## src/rtl/m68k_bus_pkg.sv

```systemverilog
// Shared definitions for the 68000 bus responder and the master-side logic.
// Holds the FSM state encoding, the byte-lane mask type and synchronizer depth.
package m68k_bus_pkg;

  localparam int SYNC_STAGES = 2;

  typedef enum logic [2:0] {
    IDLE,
    WAIT,
    ACK,
    NEGATE,
    IGNORE
  } bus_state_e;

  // Bit 1 selects the upper lane D[15:8], bit 0 the lower lane D[7:0].
  typedef logic [1:0] byte_mask_t;

endpackage

```

## src/rtl/m68k_sync.sv

```systemverilog
// N-bit multi-flop synchronizer for asynchronous bus strobes into the clk domain.
// Every stage resets to RST_VAL so strobes start out deasserted.
module m68k_sync
  import m68k_bus_pkg::*;
#(
  parameter int           W       = 1,
  parameter logic [W-1:0] RST_VAL = '0
) (
  input  logic         clk,
  input  logic         rst_n,
  input  logic [W-1:0] d_in,
  output logic [W-1:0] d_sync
);

  (* ASYNC_REG = "TRUE" *) logic [W-1:0] stage_q [SYNC_STAGES];
  logic [W-1:0] stage_d [SYNC_STAGES];

  always_comb begin
    stage_d[0] = d_in;
    for (int i = 1; i < SYNC_STAGES; i++) begin
      stage_d[i] = stage_q[i-1];
    end
  end

  always_ff @(posedge clk) begin
    if (!rst_n) begin
      for (int i = 0; i < SYNC_STAGES; i++) begin
        stage_q[i] <= RST_VAL;
      end
    end else begin
      stage_q <= stage_d;
    end
  end

  assign d_sync = stage_q[SYNC_STAGES-1];

endmodule

```

## src/rtl/m68k_bus_responder.sv

```systemverilog
// MC68000 bus target: decodes asynchronous bus cycles into a 16-bit register
// bank and acknowledges with nDTACK after WAIT_CYCLES system clocks.
module m68k_bus_responder
  import m68k_bus_pkg::*;
#(
  parameter logic [23:0] BASE_ADDR   = 24'hE80000,
  parameter int          REG_AW      = 4,
  parameter int          WAIT_CYCLES = 2
) (
  input  logic        SYS_CLK,
  input  logic        nRESET,
  input  logic [23:1] A_IN,
  input  logic [15:0] D_IN,
  output logic [15:0] D_OUT,
  output logic        D_OE,
  input  logic        RnW_IN,
  input  logic        nAS_IN,
  input  logic        nUDS_IN,
  input  logic        nLDS_IN,
  output logic        nDTACK_OUT,
  output logic        nDTACK_OE,
  output logic        DOORBELL,
  output logic        BUSY
);

  localparam int NREGS = 1 << REG_AW;
  localparam int CW    = 4;
  localparam logic [REG_AW-1:0] TOP_IDX = '1;

  logic as_s, uds_s, lds_s, rnw_s;

  m68k_sync #(
    .W       (4),
    .RST_VAL (4'b1111)
  ) u_sync (
    .clk    (SYS_CLK),
    .rst_n  (nRESET),
    .d_in   ({nAS_IN, nUDS_IN, nLDS_IN, RnW_IN}),
    .d_sync ({as_s, uds_s, lds_s, rnw_s})
  );

  bus_state_e        state_q, state_d;
  logic [REG_AW-1:0] idx_q, idx_d;
  logic              rnw_q, rnw_d;
  byte_mask_t        mask_q, mask_d;
  logic [CW-1:0]     cnt_q, cnt_d;
  logic [15:0]       d_out_q, d_out_d;
  logic              doorbell_q, doorbell_d;
  logic [15:0]       regs_q [NREGS];
  logic [15:0]       regs_d [NREGS];

  logic              strobe;
  logic              hit;
  logic [REG_AW-1:0] a_idx;

  assign strobe = !as_s && (!uds_s || !lds_s);
  assign hit    = (A_IN[23:REG_AW+1] == BASE_ADDR[23:REG_AW+1]);
  assign a_idx  = A_IN[REG_AW:1];

  always_comb begin
    state_d    = state_q;
    idx_d      = idx_q;
    rnw_d      = rnw_q;
    mask_d     = mask_q;
    cnt_d      = cnt_q;
    d_out_d    = d_out_q;
    doorbell_d = 1'b0;
    regs_d     = regs_q;

    case (state_q)
      IDLE: begin
        if (strobe) begin
          if (hit) begin
            idx_d   = a_idx;
            rnw_d   = rnw_s;
            mask_d  = {~uds_s, ~lds_s};
            cnt_d   = CW'(WAIT_CYCLES);
            // Read data is launched here so it is stable for the whole WAIT phase.
            if (rnw_s) begin
              d_out_d = regs_q[a_idx];
            end
            state_d = WAIT;
          end else begin
            state_d = IGNORE;
          end
        end
      end
      WAIT: begin
        if (as_s) begin
          state_d = IDLE;
        end else if (cnt_q == '0) begin
          state_d = ACK;
          if (!rnw_q) begin
            if (mask_q[1]) regs_d[idx_q][15:8] = D_IN[15:8];
            if (mask_q[0]) regs_d[idx_q][7:0]  = D_IN[7:0];
            doorbell_d = (idx_q == TOP_IDX);
          end
        end else begin
          cnt_d = cnt_q - CW'(1);
        end
      end
      ACK: begin
        if (as_s) state_d = NEGATE;
      end
      NEGATE: begin
        state_d = IDLE;
      end
      IGNORE: begin
        if (as_s) state_d = IDLE;
      end
      default: begin
        state_d = IDLE;
      end
    endcase
  end

  always_ff @(posedge SYS_CLK) begin
    if (!nRESET) begin
      state_q    <= IDLE;
      idx_q      <= '0;
      rnw_q      <= 1'b0;
      mask_q     <= '0;
      cnt_q      <= '0;
      d_out_q    <= '0;
      doorbell_q <= 1'b0;
      for (int i = 0; i < NREGS; i++) begin
        regs_q[i] <= '0;
      end
    end else begin
      state_q    <= state_d;
      idx_q      <= idx_d;
      rnw_q      <= rnw_d;
      mask_q     <= mask_d;
      cnt_q      <= cnt_d;
      d_out_q    <= d_out_d;
      doorbell_q <= doorbell_d;
      regs_q     <= regs_d;
    end
  end

  assign BUSY       = (state_q != IDLE);
  assign nDTACK_OUT = (state_q != ACK);
  assign nDTACK_OE  = (state_q == ACK) || (state_q == NEGATE);
  assign D_OE       = rnw_q && ((state_q == WAIT) || (state_q == ACK));
  assign D_OUT      = d_out_q;
  assign DOORBELL   = doorbell_q;

endmodule
```

## config.mk

```make
export PLATFORM = sky130hd
export DESIGN_NAME = m68k_bus_responder
export DESIGN_NICKNAME = d
export VERILOG_FILES = /design/src/rtl/m68k_bus_pkg.sv /design/src/rtl/m68k_sync.sv /design/src/rtl/m68k_bus_responder.sv
export SDC_FILE = /design/constraint.sdc
export NUM_CORES = 1
export LEC_CHECK = 0
export BUFFER_PORTS_ARGS = -buffer_cell sky130_fd_sc_hd__buf_2
export CORE_ASPECT_RATIO = 0.9
export CORE_UTILIZATION = 35
export DETAILED_ROUTE_END_ITERATION = 7
export PLACE_DENSITY_LB_ADDON = 0.15
export SKIP_LAST_GASP = 1
export SLEW_MARGIN = 20
export SYNTH_ARGS = -nofsm -noshare
export SYNTH_HDL_FRONTEND = slang
export SYNTH_SLANG_ARGS = --single-unit
```

## constraint.sdc

```tcl
create_clock -name SYS_CLK -period 3.1 [get_ports SYS_CLK]
set_clock_uncertainty 0.1 [all_clocks]
set_input_delay 0.31 -clock SYS_CLK [delete_from_list [all_inputs] [get_ports SYS_CLK]]
set_output_delay 0.31 -clock SYS_CLK [all_outputs]
set_load 0.02 [all_outputs]
```

==> reports/metrics.cfg, run 1 <==
[logic_synthesis]
synthArstFlopShare=0
avgSynthCellArea_um2=9.07
synth_seq_cells=295
yosys.area_share.xor_xnor=0.000642
syn_area_um2=13600
synth_compound_area_frac=0.181
synth_edf_count=0
synthAdderAreaFrac=0.00183
synth_cells=1504
synth_simple_gate_area_frac=0.222
synth_cell_types=52
synth_ff_type=dfxtp_1
muxShareOfSynthArea=0.107
seq_area_frac_synth=0.433
ys_warn_count=0
syn-num-nets=1551
synth_top_family_by_area=simple AND/OR/NAND/NOR gates

[sta]
relSlewSlack=0.425
setup_viol=0
worst_slew_pin_slew_ns=0.862
fmax_ghz=0.401
fin_tns_setup_ns=0
slew_viol_final=0
min_period_ns=2.49
post-route-period-util=0.804
setup_ws_ns=0.609
hold_viol=0
rsz0062_at_grt=no

[cells_and_area]
final_layout_size_suffix_gt1_frac=0.173
final_nets=1559
antenna_cells=0
multi_input_area_um2=7010
areaGrowthSynthToFinish_pct=14.4
register_area_um2=5910
fillers=3831

[clock_network]
cts_tree=yes
post_cts_resized=0
clock_latency_ns=0.52
cts.sink_count=295
hold_buffers=6
cts-root-buf=clkbuf_16
clk_pin_slew_worst_paths_ns=0.06
ctsLongestPathBuffers=3
cts.htree.levels=2
post_cts_buffers=0
cts_buffers=35

[drt]
drtIter0Drc=825
wl_per_cell_um=19.6
dr.pass1.iters=7
ant_nets=0
drt_wl_total_um=40400
via_count=11100
drc_errors=0
vias_per_cell=5.37

[critical_path]
cp-end-kind=flop
crit_type=reg -> reg
cp.required_ns=3.40
path_buf_inv=1
r2r_cells=7
rr_endpoint=regs_q[231]$_SDFFE_PN0P_
critical_path_arrival_ns=2.79
cp_top_family=simple AND/OR/NAND/NOR gates
max_stage_delay_ns=0.70
crit_path_frequent_cell=nand2_1
cp-endpoint=regs_q[231]$_SDFFE_PN0P_
cp_cell_sequence=inv_1 > ha_1 > nor3b_2 > and4b_2 > nand2_1 > nand2_1 > a21boi_0
r2r-start=cnt_q[0]$_SDFFE_PN0P_
ff2ff_setup_slack_ns=0.61
cp_slowest_cell=and4b_2
crit_fanout=19
crit_cells=7
cp-start-kind=flop
crit_start=cnt_q[0]$_SDFFE_PN0P_

[floorplan]
io_pins=66
coreArea_um2=38400
initial_core_util=0.356
die-area_um2=39800
fp.dieH_um=189
chipWidth_um=210
core.rowCount=68

[placement]
pre_cts_slack_ns=0.621
dp_hpwl_um=26000
port_buffers=65
gp_congestion=0.787

[min_path]
hold_class=in -> reg

[power_and_ir_drop]
ir_drop_v=0.000326
powerDensity_nw_per_um2=532
power.leakage_nw=5.12

[global_routing]
grt_max_degree=90
overflow=0
grt_usage=0.205
antenna_found_initial=0
first_global_vias=10600
grt_pass1_wl_um=63900

[run]
maxCapViolCount=0

[status]
status=finished, final reports clean

## cell type report
class,instances,share of cell area
clock buffer,52,0.0655
clock inverter,7,0.00401
inverter,3,0.000721
multi-input combinational,1048,0.449
sequential,295,0.378
tap,525,0.0421
timing repair buffer,129,0.0605
## through the flow
step / hold slack, ns / util / power [W] / cell area [um2] / cells
floorplan: 0.286 / - / 0.00425 / 13600 / 1504
global placement: 0.295 / 0.377 / 0.00440 / 14500 / 1994
detailed placement: 0.292 / 0.377 / 0.00440 / 14500 / 1994
CTS: 0.0630 / 0.407 / 0.00840 / 15600 / 2059
global route: 0.0821 / 0.407 / 0.00861 / 15600 / 2059
finish: 0.0678 / 0.407 / 0.00830 / 15600 / 2059
## how the worst min path moves through the flow
| stage | from | end | slack (ns) | cells after the start |
|---|---|---|---|---|
| after floorplan | u_sync.stage_q[4]$_SDFF_PN1_ | u_sync.d_sync[0]$_SDFF_PN1_ | 0.29 | 1 |
| after global placement | u_sync.stage_q[5]$_SDFF_PN1_ | u_sync.d_sync[1]$_SDFF_PN1_ | 0.29 | 1 |
| after detailed placement | u_sync.stage_q[5]$_SDFF_PN1_ | u_sync.d_sync[1]$_SDFF_PN1_ | 0.29 | 1 |
| after CTS | nRESET | u_sync.stage_q[4]$_SDFF_PN1_ | 0.06 | 2 |
| after global routing | nRESET | u_sync.d_sync[2]$_SDFF_PN1_ | 0.08 | 2 |
| final | nRESET | u_sync.stage_q[7]$_SDFF_PN1_ | 0.07 | 2 |
## cell usage after synthesis (all sizes together), types with 3 or more instances
library cell | instances | share of area
nand2 | 317 | 0.091
dfxtp | 295 | 0.43
nand3 | 263 | 0.096
a21boi | 256 | 0.14
clkbuf | 100 | 0.028
mux4 | 64 | 0.11
buf | 58 | 0.026
a22o | 32 | 0.021
nor2 | 22 | 0.0061
o22ai | 16 | 0.0073
nand2b | 12 | 0.0055
o21ai | 8 | 0.0029
nor3b | 7 | 0.0058
and3b | 4 | 0.0026
nor2b | 4 | 0.0018
nor3 | 4 | 0.0027
nor4 | 4 | 0.0023
a21oi | 3 | 0.0011
and4 | 3 | 0.0019
inv | 3 | 0.00083
nor4b | 3 | 0.0019
## where the power goes
group	leakage, nW	switching [W]	internal [W]
sequential	2.38	0.0000317	0.00381
clock	0.532	0.00162	0.00236
combinational	2.21	0.000296	0.000187
## kinds of logic (layout without fill, tap and decap cells)
logic type               after synthesis  in the layout
multiplexers                          66             66
AO/OA/AOI/OAI                        328            328
flip-flops                           295            295
adder cells (fa/ha/maj)                2              2
XOR/XNOR                               1              1
buffers and inverters                161            191
AND/OR/NAND/NOR                      651            651
## metal layers
| metal | track usage | vias up | routed length [um] | part of all wire |
|---|---|---|---|---|
| met4 | 0.0500 | 0 | 789 | 0.020 |
| met1 | 0.308 | 5418 | 20000 | 0.50 |
| li1 | - | 5314 | - | - |
| met5 | 0 | - | 0 | 0 |
| met2 | 0.302 | 278 | 17400 | 0.43 |
| met3 | 0.0335 | 53 | 2150 | 0.053 |
## sequential cells by signal (all words and copies together), names as in the netlist
name,cells
u_sync.d_sync,4
DOORBELL,1
rnw_q,1
D_OUT,16
state_q,3
idx_q,4
mask_q,2
regs_q,256
u_sync.stage_q,4
cnt_q,4
## cells in the final DEF (no fill, tap or decap), types with 4 or more instances in the layout
cell type        n
a21boi_0       246
a21boi_1        10
a22o_1          32
and3b_1          4
buf_12           9
buf_2           62
buf_4           51
clkbuf_1        11
clkbuf_16       37
clkbuf_8         4
clkinv_2         5
dfxtp_1        295
dlygate4sd3_1    6
mux4_2          64
nand2_1        300
nand2_2         16
nand2b_1        12
nand3_1        263
nor2_1          22
nor2b_1          4
o21ai_0          7
o22ai_1         16
(Power assumes the default switching activity.)
==> inputs of run 2 (changes only) <==
--- a/config.mk
+++ b/config.mk
@@ -5,6 +5,7 @@
 export SDC_FILE = /design/constraint.sdc
 export NUM_CORES = 1
 export LEC_CHECK = 0
+export ABC_AREA = 1
 export BUFFER_PORTS_ARGS = -buffer_cell sky130_fd_sc_hd__buf_2
 export CORE_ASPECT_RATIO = 0.9
 export CORE_UTILIZATION = 35
==> constraint.sdc (replaced) <==
create_clock -name SYS_CLK -period 2.23 [get_ports SYS_CLK]
set_clock_uncertainty 0.1 [all_clocks]
set_input_delay 0.223 -clock SYS_CLK [delete_from_list [all_inputs] [get_ports SYS_CLK]]
set_output_delay 0.223 -clock SYS_CLK [all_outputs]
set_load 0.02 [all_outputs]
==> run 2 against run 1 <==
Against the previous run: synthesized cell count increased by 53%; sequential power rose by 39%; setup slack worse by 0.42 ns; power grew 52%.
==> reports/metrics.cfg, run 2 <==
[sta]
worst_slew_pin_slew_ns=0.652  ; -0.210 ns
fin_tns_setup_ns=0  ; unchanged
hold_viol=0  ; unchanged
rsz0062_at_grt=no
setup_viol=0  ; unchanged
relSlewSlack=0.565  ; +0.140
fmax_ghz=0.491  ; +22%
min_period_ns=2.04  ; -0.454 ns
slew_viol_final=0  ; unchanged
post-route-period-util=0.913  ; +0.110

[placement]
dp_hpwl_um=27900  ; +7.4%
dp_cells=2822  ; +42%
gp_congestion=0.794  ; +0.84%
port_buffers=65  ; unchanged

[global_routing]
grt_pass1_wl_um=72700  ; +14%
grt_usage=0.216  ; +0.0111
grt_max_degree=136  ; +51%
overflow=0  ; unchanged
first_global_vias=13500  ; +27%
antenna_found_initial=2  ; +2

[logic_synthesis]
synth_cell_types=29  ; -44%
synth_top_family_by_area=simple AND/OR/NAND/NOR gates
synth_seq_cells=295  ; unchanged
yosys-top-cells-count=nand2_1 (730), nand3_1 (340), nor2_1 (316)
seq_area_frac_synth=0.410  ; -0.0226
synth_compound_area_frac=0.0643  ; -0.117
avgSynthCellArea_um2=6.26  ; -31%
muxShareOfSynthArea=0  ; -0.107
synth_edf_count=0  ; unchanged
yosys.area.top_type=dfxtp_1
synth_area_leaders=dfxtp_1 (41%), nand2_1 (19%), nand3_1 (12%)
ys_warn_count=0  ; unchanged
synth_simple_gate_area_frac=0.411  ; +0.189
synth_ff_type=dfxtp_1
syn-num-nets=2346  ; +51%
yosys.area_share.xor_xnor=0.00122  ; +0.000575
syn_area_um2=14400  ; +5.5%
synthArstFlopShare=0  ; unchanged
synth_top_area_share=0.410  ; -0.0226
synthAdderAreaFrac=0.00174  ; -0.0000959
synth.most_common_cell=nand2_1
synth_cells=2299  ; +53%

[cells_and_area]
largest_reg_flops=256  ; unchanged
largest-register=regs_q
register_area_um2=5910  ; unchanged
multi_input_area_um2=6900  ; -1.6%
antenna_cells=0  ; unchanged
fillers=4330  ; +13%
final_cell_mix=nand2_1 (728), nand3_1 (340), nor2_1 (315)
final_nets=2370  ; +52%
final_layout_size_suffix_gt1_frac=0.0928  ; -0.0799
final_common_cell=nand2_1
final_cells=2889  ; +40%
areaGrowthSynthToFinish_pct=15.6

[drt]
via_count=14100  ; +27%
drc_errors=0  ; unchanged
vias_per_cell=4.87  ; -9.3%
drtIter0Drc=1015  ; +23%
ant_nets=0  ; unchanged
drt_wl_total_um=45100  ; +12%
dr.pass1.iters=5  ; -2
wl_per_cell_um=15.6  ; -20%

[floorplan]
core.rowCount=70  ; +2.9%
initial_core_util=0.355  ; -0.000539
io_pins=66  ; unchanged
fp.dieH_um=194  ; +2.7%
die-area_um2=42000  ; +5.5%
chipWidth_um=216  ; +2.7%
coreArea_um2=40600  ; +5.7%

[critical_path]
crit_fanout=49  ; +30
r2r-start=cnt_q[0]$_SDFFE_PN0P_
cp-start-kind=flop
cp-end-kind=flop
r2r_cells=10  ; +3
cp-endpoint=regs_q[232]$_SDFFE_PN0P_
cp.required_ns=2.54  ; -0.86 ns
crit_type=reg -> reg
crit_start=cnt_q[0]$_SDFFE_PN0P_
critical_path_arrival_ns=2.35  ; -0.44 ns
ff2ff_setup_slack_ns=0.19  ; -0.42 ns
rr_endpoint=regs_q[232]$_SDFFE_PN0P_

[clock_network]
ctsLongestPathBuffers=3  ; unchanged
clk_pin_slew_worst_paths_ns=0.06  ; about the same
cts.sink_count=295  ; unchanged
post_cts_buffers=0  ; unchanged
cts-root-buf=clkbuf_16
cts.htree.levels=2  ; unchanged
clock_latency_ns=0.52  ; about the same
cts_tree=yes
cts_buffers=35  ; unchanged

[min_path]
hold_class=in -> reg
hp-start=D_IN[7]

[power_and_ir_drop]
powerDensity_nw_per_um2=759  ; +43%
power.leakage_nw=7.60  ; +49%
ir_drop_v=0.000631  ; +94%

[status]
status=finished, final reports clean

[run]
maxCapViolCount=0  ; unchanged

run 2: cell count changes in the layout (fill, tap and decap cells not counted), sizes merged, moves of 64 or more:
| cell | before | now |
|---|---|---|
| nor2 | 22 | 324 |
| inv | 3 | 256 |
| a21oi | 3 | 150 |
| nand3 | 263 | 341 |
| nand2 | 317 | 741 |
| mux4 | 64 | 0 |
| a21boi | 256 | 0 |
run 2: stage by stage:
step | worst slack [ns] | area [um2] | total power, W | hold slack, ns | util
6_report | 0.193 | 16600 | 0.0126 | 0.0461 | 0.410
5_1_grt | 0.00669 | 16600 | 0.0131 | 0.0514 | 0.410
4_1_cts | 0.131 | 16600 | 0.0128 | 0.0342 | 0.410
3_5_place_dp | 0.138 | 15400 | 0.00657 | 0.300 | 0.379
3_3_place_gp | 0.188 | 15400 | 0.00657 | 0.299 | 0.379
2_1_floorplan | 0.463 | 14400 | 0.00617 | 0.230 | -
run 2: cell families after synthesis:
family,Yosys count
xor+xnor,2
compound gates,183
simple gates,1423
buf+inv,394
fa+ha+maj,2
flops,295
run 2: worst max-delay path, cell delays in order (launching register included):
cell and delay, ns:
dfxtp_1 0.32, inv_1 0.10, ha_1 0.15, nand2_1 0.08
nor2_2 0.16, nand3_2 0.13, nor2_4 0.17, buf_12 0.26
nand2_1 0.25, nand2_1 0.12, a21oi_1 0.06
run 2: power by group:
| group | switching [W] | leakage (nW) | total [W] | internal [W] |
|---|---|---|---|---|
| combinational | 0.000806 | 4.62 | 0.00112 | 0.000312 |
| sequential | 0.0000403 | 2.38 | 0.00534 | 0.00530 |
| clock | 0.00235 | 0.609 | 0.00616 | 0.00381 |
| total | 0.00320 | 7.60 | 0.0126 | 0.00943 |
run 2: timing repair:
action                                  4_1_cts  5_1_grt
hold endpoints to repair                      4        0
gates resized for setup                       0        5
hold buffers                                  4        0
endpoints found under the setup margin        0      191
run 2: worst min-delay path by stage:
| stage | end | slack [ns] | cells after the start |
|---|---|---|---|
| after global placement | u_sync.d_sync[0]$_SDFF_PN1_ | 0.30 | 1 |
| after detailed placement | u_sync.d_sync[2]$_SDFF_PN1_ | 0.30 | 1 |
| final | regs_q[55]$_SDFFE_PN0P_ | 0.05 | 3 |
| after floorplan | u_sync.stage_q[4]$_SDFF_PN1_ | 0.23 | 1 |
| after global routing | regs_q[7]$_SDFFE_PN0P_ | 0.05 | 3 |
| after CTS | regs_q[101]$_SDFFE_PN0P_ | 0.03 | 3 |
run 2: layout make-up:
class	count	area share
multi-input combinational	1610	0.415
sequential	295	0.355
clock inverter	14	0.0121
clock buffer	49	0.0620
timing repair buffer	126	0.0578
tap	540	0.0406
inverter	255	0.0580
run 2: metal layers:
| layer | track usage | part of all wire | vias up |
|---|---|---|---|
| met1 | 0.292 | 0.46 | 6479 |
| met3 | 0.0316 | 0.053 | 93 |
| li1 | - | - | 7156 |
| met4 | 0.0762 | 0.032 | 2 |
| met2 | 0.350 | 0.45 | 345 |
| met5 | 0 | 0.00024 | - |
==> inputs of run 3 (changes only) <==
--- a/config.mk
+++ b/config.mk
@@ -9,6 +9,7 @@
 export BUFFER_PORTS_ARGS = -buffer_cell sky130_fd_sc_hd__buf_2
 export CORE_ASPECT_RATIO = 0.9
 export CORE_UTILIZATION = 35
+export CTS_BUF_LIST = sky130_fd_sc_hd__clkbuf_16
 export DETAILED_ROUTE_END_ITERATION = 7
 export PLACE_DENSITY_LB_ADDON = 0.15
 export SKIP_LAST_GASP = 1
==> run 3 against run 2 <==
Against the previous run: clock-buffer cell count fell by 12; highest routed layer unchanged; power fell by 1.9%; final cell count did not move; non-clock buffer count did not move; routed wire length barely moved; via count rose by 0.23%.
==> reports/metrics.cfg, run 3 (synthesized netlist as in run 2, its figures left out) <==
[status]
status=finished, final reports clean

[drt]
ant_nets=0  ; unchanged
drt_wl_total_um=45200  ; about the same
vias_per_cell=4.88  ; +0.23%
drc_errors=0  ; unchanged
via_count=14100  ; +0.23%
wl_per_cell_um=15.6  ; about the same
dr.pass1.iters=5  ; unchanged
drtIter0Drc=1073  ; +5.7%

[power_and_ir_drop]
powerDensity_nw_per_um2=747  ; -1.6%
power.leakage_nw=7.60  ; -0.12%
ir_drop_v=0.000634  ; +0.58%

[global_routing]
antenna_found_initial=2  ; unchanged
grt_pass1_wl_um=72600  ; -0.14%
overflow=0  ; unchanged
grt_usage=0.216  ; about the same
first_global_vias=13400  ; -0.20%
grt_max_degree=136  ; unchanged

[sta]
relSlewSlack=0.563  ; -0.00227
slew_viol_final=0  ; unchanged
rsz0062_at_grt=no
min_period_ns=2.02  ; -0.0152 ns
fmax_ghz=0.495  ; +0.75%
post-route-period-util=0.906  ; -0.00681
setup_viol=0  ; unchanged
worst_slew_pin_slew_ns=0.653  ; +0.000985 ns
hold_viol=0  ; unchanged
fin_tns_setup_ns=0  ; unchanged

[min_path]
hp-start=D_IN[5]
hold_class=in -> reg

[floorplan]
die-area_um2=42000  ; unchanged
io_pins=66  ; unchanged
coreArea_um2=40600  ; unchanged
fp.dieH_um=194  ; unchanged
core.rowCount=70  ; unchanged
initial_core_util=0.355  ; unchanged
chipWidth_um=216  ; unchanged

[clock_network]
clock_latency_ns=0.53  ; about the same
post_cts_buffers=0  ; unchanged
cts_tree=yes
cts-root-buf=clkbuf_16
clk_pin_slew_worst_paths_ns=0.06  ; about the same
cts_buffers=35  ; unchanged
cts.htree.levels=2  ; unchanged
cts.sink_count=295  ; unchanged
ctsLongestPathBuffers=3  ; unchanged

[critical_path]
cp-start-kind=flop
cp-end-kind=flop
critical_path_arrival_ns=2.31  ; -0.04 ns
crit_type=reg -> reg
r2r-start=cnt_q[0]$_SDFFE_PN0P_
crit_fanout=49  ; unchanged
cp.required_ns=2.52  ; -0.02 ns
crit_start=cnt_q[0]$_SDFFE_PN0P_

[cells_and_area]
final_common_cell=nand2_1
fillers=4337  ; +0.16%
finish.utilization=0.409  ; -0.00154
final_nets=2370  ; unchanged
largest_reg_flops=256  ; unchanged
areaGrowthSynthToFinish_pct=15.1
antenna_cells=0  ; unchanged
final_layout_size_suffix_gt1_frac=0.0898  ; -0.00298
final_cell_mix=nand2_1 (729), nand3_1 (340), nor2_1 (315)
final_cells=2889  ; unchanged
largest-register=regs_q

[run]
maxCapViolCount=0  ; unchanged

[placement]
port_buffers=65  ; unchanged
gp_congestion=0.794  ; unchanged
dp_hpwl_um=27900  ; unchanged
dp_cells=2822  ; unchanged

-- run 3: per-stage QoR --
step / total power [W] / hold WS, ns / area [um2] / setup WS [ns]
2_1_floorplan: 0.00617 / 0.230 / 14400 / 0.463
3_3_place_gp: 0.00657 / 0.299 / 15400 / 0.188
3_5_place_dp: 0.00657 / 0.300 / 15400 / 0.138
4_1_cts: 0.0125 / 0.0343 / 16600 / 0.129
5_1_grt: 0.0129 / 0.0515 / 16600 / 0.00309
6_report: 0.0124 / 0.0446 / 16600 / 0.209
-- run 3: what timing repair did --
item | in CTS | in global routing
gates resized for setup | 0 | 4
setup endpoints to repair | 0 | 190
hold buffers | 4 | 0
hold endpoints to repair | 4 | 0
-- run 3: area by class of cell --
type                    instances  area (um2)  area share
multi-input cells            1610        6900       0.416
flip-flops and latches        295        5910       0.356
inverters                     255         965      0.0582
repair buffers                126         961      0.0580
clock buffers                  37         926      0.0559
well taps                     540         676      0.0408
clock inverters                26         246      0.0149
-- run 3: worst max-delay path: stages (launching register included) --
cell     delay, ns
dfxtp_1       0.32
inv_1         0.10
ha_1          0.15
nand2_1       0.08
nor2_2        0.16
nand3_2       0.13
nor2_4        0.17
buf_12        0.25
nand2_1       0.24
nand2_1       0.13
a21oi_1       0.06
-- run 3: final timing paths --
path                                                     to  slack (ns)  cells past startpoint
worst max register to register      regs_q[11]$_SDFFE_PN0P_        0.21                     10
worst min-delay path               regs_q[101]$_SDFFE_PN0P_        0.04                      3
worst max-delay path                regs_q[11]$_SDFFE_PN0P_        0.21                     10
worst min register to register  u_sync.d_sync[2]$_SDFF_PN1_        0.31                      1
-- run 3: power breakdown --
part           switching, W  internal [W]
sequential        0.0000403       0.00530
combinational      0.000809      0.000312
clock               0.00234       0.00358
-- run 3: metal layers --
layer / global-route usage / part of all wire / vias up
met3: 0.0316 / 0.052 / 94
li1: - / - / 7162
met5: 0 / 0.00024 / -
met2: 0.348 / 0.45 / 355
met4: 0.0762 / 0.032 / 2
met1: 0.292 / 0.47 / 6495
